**src/rtl/dmem_port_arbiter.sv**
```systemverilog
// Data-memory port arbiter for the dual-issue memory stage.
// Serialises lane accesses onto one port and stalls until both lanes are done.
module dmem_port_arbiter (
  input  logic        clk,
  input  logic        rst_n,
  input  logic        MemReq1,
  input  logic        MemReq2,
  input  logic        MemWrite1,
  input  logic        MemWrite2,
  input  logic [31:0] Addr1,
  input  logic [31:0] Addr2,
  input  logic [31:0] WData1,
  input  logic [31:0] WData2,
  input  logic [2:0]  Size1,
  input  logic [2:0]  Size2,
  output logic        MemValid,
  output logic        MemWe,
  output logic [31:0] MemAddr,
  output logic [31:0] MemWData,
  output logic [2:0]  MemSize,
  input  logic        MemReady,
  input  logic        MemRespValid,
  input  logic [31:0] MemRData,
  output logic [31:0] ReadData1,
  output logic [31:0] ReadData2,
  output logic        Done1,
  output logic        Done2,
  output logic        StallMemory
);

  typedef enum logic [1:0] {
    IDLE,
    ISSUE,
    WAIT
  } state_t;

  state_t      state_q;
  state_t      state_d;
  logic        grant_q;
  logic        served1_q;
  logic        served2_q;
  logic        we_q;
  logic [31:0] addr_q;
  logic [31:0] wdata_q;
  logic [2:0]  size_q;
  logic        pend1;
  logic        pend2;
  logic        done_g;
  logic        rd_load;
  logic        start;

  assign pend1 = MemReq1 & ~served1_q;
  assign pend2 = MemReq2 & ~served2_q;
  assign start = (state_q == IDLE) & (pend1 | pend2);

  // Next state, port valid and completion of the granted access.
  always_comb begin
    state_d  = state_q;
    MemValid = 1'b0;
    done_g   = 1'b0;
    rd_load  = 1'b0;
    unique case (state_q)
      IDLE: begin
        if (pend1 | pend2) state_d = ISSUE;
      end
      ISSUE: begin
        MemValid = 1'b1;
        if (MemReady) begin
          if (we_q) begin
            done_g  = 1'b1;
            state_d = IDLE;
          end else begin
            state_d = WAIT;
          end
        end
      end
      WAIT: begin
        if (MemRespValid) begin
          done_g  = 1'b1;
          rd_load = 1'b1;
          state_d = IDLE;
        end
      end
      default: state_d = IDLE;
    endcase
  end

  assign Done1       = done_g & ~grant_q;
  assign Done2       = done_g & grant_q;
  assign StallMemory = (pend1 & ~Done1) | (pend2 & ~Done2);

  // Request fields come from a latched copy so a dropped MemReq cannot disturb them.
  assign MemWe    = MemValid & we_q;
  assign MemAddr  = MemValid ? addr_q  : 32'd0;
  assign MemWData = MemValid ? wdata_q : 32'd0;
  assign MemSize  = MemValid ? size_q  : 3'd0;

  // State, grant and latched request of the lane being served.
  always_ff @(posedge clk or negedge rst_n) begin
    if (!rst_n) begin
      state_q <= IDLE;
      grant_q <= 1'b0;
      we_q    <= 1'b0;
      addr_q  <= 32'd0;
      wdata_q <= 32'd0;
      size_q  <= 3'd0;
    end else begin
      state_q <= state_d;
      if (start) begin
        grant_q <= ~pend1;
        we_q    <= pend1 ? MemWrite1 : MemWrite2;
        addr_q  <= pend1 ? Addr1     : Addr2;
        wdata_q <= pend1 ? WData1    : WData2;
        size_q  <= pend1 ? Size1     : Size2;
      end
    end
  end

  // Served flags stick until the pipeline advances.
  always_ff @(posedge clk or negedge rst_n) begin
    if (!rst_n) begin
      served1_q <= 1'b0;
      served2_q <= 1'b0;
    end else if (!StallMemory) begin
      served1_q <= 1'b0;
      served2_q <= 1'b0;
    end else begin
      if (Done1) served1_q <= 1'b1;
      if (Done2) served2_q <= 1'b1;
    end
  end

  // Load results, held until the next load of the same lane.
  always_ff @(posedge clk or negedge rst_n) begin
    if (!rst_n) begin
      ReadData1 <= 32'd0;
      ReadData2 <= 32'd0;
    end else if (rd_load) begin
      if (!grant_q) ReadData1 <= MemRData;
      else          ReadData2 <= MemRData;
    end
  end

endmodule

```
**config.mk**
```make
export PLATFORM = sky130hd
export DESIGN_NAME = dmem_port_arbiter
export DESIGN_NICKNAME = d
export VERILOG_FILES = /design/src/rtl/dmem_port_arbiter.sv
export SDC_FILE = /design/constraint.sdc
export NUM_CORES = 1
export LEC_CHECK = 0
export CAP_MARGIN = 25
export CORE_ASPECT_RATIO = 1.75
export CORE_MARGIN = 2
export CORE_UTILIZATION = 45
export CTS_BUF_LIST = sky130_fd_sc_hd__clkbuf_16
export CTS_CLUSTER_SIZE = 14
export DETAILED_ROUTE_END_ITERATION = 7
export PLACE_DENSITY_LB_ADDON = 0.12
export REMOVE_ABC_BUFFERS = 1
export SETUP_SLACK_MARGIN = 0.2
export SLEW_MARGIN = 20
export SYNTH_ARGS = -nofsm -noshare
export SYNTH_HDL_FRONTEND = slang
export SYNTH_SLANG_ARGS = --single-unit
```
**constraint.sdc**
```tcl
create_clock -name clk -period 3.8 [get_ports clk]
set_clock_uncertainty 0.05 [all_clocks]
set_input_delay 0.57 -clock clk [delete_from_list [all_inputs] [get_ports clk]]
set_output_delay 0.57 -clock clk [all_outputs]
set_load 0.03 [all_outputs]
```
==> reports/qor.txt, run 1 <==
Dpl cell area = 9820 µm²
WL met3 = 1620 µm
Final Critical Period = 3.24 ns
Core region area = 14400 µm²
Cell count after synthesis = 464
Maximum vdd ir drop = 571 µV
Max Fclk = 309 MHz
Synth-to-layout area growth = 57.3%
Share of the synthesized area in the top cell type = 51.6%
Layout Nets = 948
Sequential-to-total area share from yosys stat = 51.6%
Placed insts = 931
Pwr dens = 881 nW/µm²
Most common library cells after synthesis = mux2_2 (181), dfrtp_1 (137), and2_1 (68)
EDFF count, synth = 0
Final std cells w/o fill = 963
Comb power frac = 53.2%
Endpoints failing hold = 0
Post-synth ARST share = 100%
Worst skew pair latency = 0.41 ns
Outcome = finished, final reports clean
Die ar. = 15800 µm²
FF+latch count, synth = 137
RSZ-0062 raised after global routing = no
CP endpoint = MemAddr[4]
DRT antenna net count = 0
First DRT Iteration DRCs = 109
Final instance area = 10500 µm²
Synth warn = 0
Core Util, Final = 72.4%
Clock slew at reported path FFs = 0.06 ns
Hold buffer count at CTS = 0
Dpl hpwl = 13300 µm
Clock tree buffer depth = 2
MaxCap Viol Count = 0
Final TNS setup = 0 ns
Synth area leader = dfrtp_1
Initial antenna violation count = 0
Worst-Margin Slew = 0.788 ns
Synthesized area per cell = 14.3 µm²
Filler Cells Inserted = 1028
Gr ovfl total = 0
CP Launch Point = state_q[1]$_DFFE_PN0P_
Worst Path Required = 3.18 ns
Initial Util = 46.0%
Largest cells by area after synthesis = dfrtp_1 (52%), mux2_2 (31%), and2_1 (6.4%)
Detailed Routing Iterations Pass 1 = 4
CP Class = flop to output port
Seq pwr share = 27.6%
Post-Route WL = 17700 µm
Vias = 4775
Die H = 165 µm
Die Wd = 95.9 µm
Final Setup Violations = 0
DR vias/cell = 4.96
Wire length on met2 = 9360 µm
Tot Pwr = 9.22 mW
Wire length on met1 = 6100 µm
Total GRT Usage = 22.7%
I/O pins = 310
Hold WC Path Type = input pin to asynchronous set/reset pin
Largest net degree at the start of global routing = 78
Vias in the first global route = 5318
FF-to-FF setup slack = 1.64 ns
Clk sink count = 137
Crit Path Max Fanout = 62
First-pass GRT wire length = 27200 µm
Std cell rows = 58
Switching Share = 38.2%
Synthesized area = 6650 µm²
IO Port Bufs = 309
Layout cells sized above 1 = 31.0%
H-Tree Depth = 4
Final Cycle Share = 85.2%
Relative slew slack = 47.4%
Reg-to-reg critical path endpoint = wdata_q[18]$_DFFE_PN0P_
PostCTS Resize Cnt = 0
Setup repair bufs after CTS = 0
Root Buffer = clkbuf_16
Crit. End Element = output port
Internal = 5.70 mW
NetSw = 3.52 mW
Netlist cell types = 29
CTS tree = done
Clock Power Share = 19.2%
Critical path launch point type = flop
Gpl congestion = 0.789
Count leader, synth = mux2_2
Worst flop-to-flop path startpoint = served1_q$_DFFE_PN0P_
Top layer in use = met4
Ant diodes = 0
Max-slew violations = 0
Critical path arrival = 2.62 ns
Residual DRC = 0
Ys flop type = dfrtp_1
Routed len/inst = 18.4 µm
Cells on worst reg2reg path = 4
Number of buffers created by CTS = 17
LEAKAGE = 4.39 nW
-- registers in the layout, indices dropped and copies added, names as in the netlist --
name	flops
size_q	3
grant_q	1
wdata_q	32
addr_q	32
state_q	2
ReadData1	32
served1_q	1
we_q	1
ReadData2	32
served2_q	1
-- power by group through the flow --
stage	Clock, mW	Sequential, mW	Combinational, mW
after floorplan	0	3.14	2.32
final	1.77	2.55	4.90
after detailed placement	0	2.57	4.93
after global placement	0	2.51	4.87
after CTS	1.81	2.55	4.97
after global routing	1.87	2.65	5.17
-- cell type report --
| cell class | count | area (µm²) | share of cell area, % |
|---|---|---|---|
| flip-flops and latches | 137 | 3430 | 32.8 |
| well taps | 180 | 225 | 2.15 |
| inverters | 3 | 11.3 | 0.108 |
| multi-input cells | 296 | 2990 | 28.6 |
| clock inverters | 15 | 214 | 2.05 |
| repair buffers | 315 | 3160 | 30.3 |
| clock buffers | 17 | 425 | 4.07 |
-- worst max-delay path, cell delays in order, from the launching register on --
cell	delay (ns)
dfrtp_1	0.39
inv_1	0.13
ha_2	0.31
buf_4	0.45
and2_1	0.20
clkdlybuf4s50_1	0.72
-- cells by family after synthesis --
| family | Yosys count | share of synthesized area, % |
|---|---|---|
| and+or+nand+nor | 80 | 7.56 |
| muxes | 203 | 35.5 |
| AOI/OAI and AO/OA | 9 | 1.13 |
| adders and majority gates | 4 | 0.753 |
| buffers and inverters | 31 | 3.54 |
| DFF | 137 | 51.6 |
-- layout by cell type (no fill, tap or decap), types with 2 or more instances in the layout --
cell type        count
and2_1              68
mux2_4              20
inv_6                4
a21oi_1              3
mux2i_1              2
dfrtp_1            137
buf_4                4
clkdlybuf4s50_1    308
nor2b_1              2
nand2b_1             2
inv_1                3
bufinv_16            4
clkbuf_16           17
ha_1                 3
buf_12               2
mux2_2             181
clkinv_4             4
-- per-stage QoR --
| step | hold slack, ns | worst slack (ns) |
|---|---|---|
| 2_1_floorplan | 0.224 | 0.752 |
| 3_3_place_gp | 0.431 | 0.921 |
| 3_5_place_dp | 0.436 | 0.904 |
| 4_1_cts | 0.0847 | 0.531 |
| 5_1_grt | 0.0997 | 0.380 |
| 6_report | 0.0641 | 0.562 |
-- how the worst min path moves through the flow --
stage                       startpoint                  endpoint  slack (ns)  cells past startpoint
6_report                         rst_n   wdata_q[16]$_DFFE_PN0P_        0.06                      1
5_1_grt                          rst_n   wdata_q[16]$_DFFE_PN0P_         0.1                      1
4_1_cts                          rst_n   wdata_q[16]$_DFFE_PN0P_        0.08                      1
3_5_place_dp   wdata_q[10]$_DFFE_PN0P_   wdata_q[10]$_DFFE_PN0P_        0.44                      1
3_3_place_gp     addr_q[6]$_DFFE_PN0P_     addr_q[6]$_DFFE_PN0P_        0.43                      1
2_1_floorplan                    rst_n  ReadData1[0]$_DFFE_PN0P_        0.22                      0
-- routing by layer --
metal	track usage (%)	vias to the layer above
met4	10.5	0
li1	-	2229
met2	40.2	206
met3	7.71	37
met1	23.7	2303
met5	0	-
No activity file was read; power rests on OpenSTA's default activity.
==> inputs of run 2 (changes only) <==
--- a/config.mk
+++ b/config.mk
@@ -7,7 +7,7 @@
 export LEC_CHECK = 0
 export CAP_MARGIN = 25
 export CORE_ASPECT_RATIO = 1.75
-export CORE_MARGIN = 2
+export CORE_MARGIN = 3
 export CORE_UTILIZATION = 45
 export CTS_BUF_LIST = sky130_fd_sc_hd__clkbuf_16
 export CTS_CLUSTER_SIZE = 14
==> run 2 against run 1 <==
Compared with the run above:
- worst hold slack improved by 0.14 ns
- flip-flop and latch count did not move
- critical path depth unchanged
- register-to-register slack got worse by 0.13 ns
- setup slack got worse by 0.051 ns
- critical path type unchanged
==> reports/qor.txt, run 2 (synthesized netlist as in run 1, its figures left out) <==
Outcome = finished, final reports clean
Initial antenna violation count = 0
CTS tree = done
Crit Path Max Fanout = 57
Maximum vdd ir drop = 596 µV
Gr ovfl total = 0
Multi-input logic area = 2990 µm²
WP buf/inv = 3
Layout Nets = 954
Worst skew pair latency = 0.41 ns
CP Class = flop to output port
Critical path, cell by cell = inv_1 > ha_2 > buf_4 > and2_1 > clkdlybuf4s50_1
Final TNS setup = 0 ns
Most frequent cells in the layout = clkdlybuf4s50_1 (308), mux2_2 (181), dfrtp_1 (137)
Reg area = 3430 µm²
Vias in the first global route = 5436
Post-Route WL = 18600 µm
DRT antenna net count = 0
Gpl congestion = 0.856
Vias = 4876
Clock slew at reported path FFs = 0.06 ns
Filler Cells Inserted = 1060
Final WS setup = 0.511 ns
First-pass GRT wire length = 29700 µm
Max-slew violations = 0
Tot Pwr = 9.14 mW
Die ar. = 16300 µm²
PostCTS Resize Cnt = 0
IO Port Bufs = 309
Core Util, Final = 72.3%
Worst-Margin Slew = 0.958 ns
Critical path arrival = 2.67 ns
Synth-to-layout area growth = 57.1%
Core region area = 14400 µm²
Relative slew slack = 36.1%
H-Tree Depth = 4
Worst Path Required = 3.18 ns
Final Cycle Share = 86.6%
Layout cells sized above 1 = 31.4%
Residual DRC = 0
Die H = 167 µm
Slowest cell on the critical path = clkdlybuf4s50_1
Detailed Routing Iterations Pass 1 = 4
Total GRT Usage = 23.1%
Number of buffers created by CTS = 17
Endpoints failing hold = 0
Initial Util = 46.0%
Final Setup Violations = 0
Max Fclk = 304 MHz
Clk sink count = 137
Std cell rows = 58
Pwr dens = 875 nW/µm²
DR vias/cell = 5.03
Setup repair bufs after CTS = 0
Commonest non-fill, non-tap cell in the layout = clkdlybuf4s50_1
Crit. End Element = output port
Root Buffer = clkbuf_16
I/O pins = 310
Routed len/inst = 19.2 µm
Dpl hpwl = 13900 µm
Hold buffer count at CTS = 0
Dpl cell area = 9850 µm²
Die Wd = 97.9 µm
MaxCap Viol Count = 0
Setup WS pre-CTS = 0.906 ns
FF-to-FF setup slack = 1.51 ns
Final Critical Period = 3.29 ns
RSZ-0062 raised after global routing = no
CP max stage delay = 0.70 ns
Ant diodes = 0
Final instance area = 10400 µm²
Largest net degree at the start of global routing = 103
First DRT Iteration DRCs = 116
LEAKAGE = 4.40 nW
Cell family with most CP delay = buffers and inverters
Critical path launch point type = flop
Hold WC Path Type = input pin to asynchronous set/reset pin
Clock tree buffer depth = 2
-- run 2: worst paths after layout --
kind	cells after the start	from	to
setup / recovery	5	state_q[1]$_DFFE_PN0P_	MemAddr[27]
hold / removal	1	rst_n	wdata_q[12]$_DFFE_PN0P_
setup reg to reg	5	state_q[1]$_DFFE_PN0P_	addr_q[1]$_DFFE_PN0P_
hold reg to reg	1	addr_q[25]$_DFFE_PN0P_	addr_q[25]$_DFFE_PN0P_
max in group asynchronous	2	rst_n	we_q$_DFFE_PN0P_
min in group clk	1	addr_q[25]$_DFFE_PN0P_	addr_q[25]$_DFFE_PN0P_
-- run 2: area by class of cell --
| type | count | area share (%) |
|---|---|---|
| Tap cell | 180 | 2.16 |
| Sequential cell | 137 | 32.8 |
| Inverter | 3 | 0.108 |
| Clock inverter | 15 | 1.62 |
| Multi-Input combinational cell | 296 | 28.6 |
| Timing Repair Buffer | 321 | 30.6 |
| Clock buffer | 17 | 4.07 |
-- run 2: layer usage --
layer / track usage (%) / routed length (µm) / part of all wire, %
met1: 24.9 / 6460 / 35
met2: 40.7 / 9850 / 53
met4: 8.20 / 529 / 2.9
met5: 0 / 0 / 0
met3: 9.14 / 1720 / 9.3
-- run 2: worst reg2reg max path, cell delays in order, from the launching register on --
cell	delay (ns)
dfrtp_1	0.39
inv_1	0.12
ha_1	0.24
a21boi_4	0.68
buf_12	0.31
mux2_2	0.37
-- run 2: where the power goes --
| part | internal (mW) | switching [mW] |
|---|---|---|
| combinational | 2.43 | 2.53 |
| clock | 0.982 | 0.656 |
| sequential | 2.19 | 0.366 |
-- run 2: metrics by stage --
step	hold slack, ns	cells
after global routing	0.279	969
after detailed placement	0.437	937
after CTS	0.258	969
final	0.205	969
after global placement	0.431	937
after floorplan	0.224	436
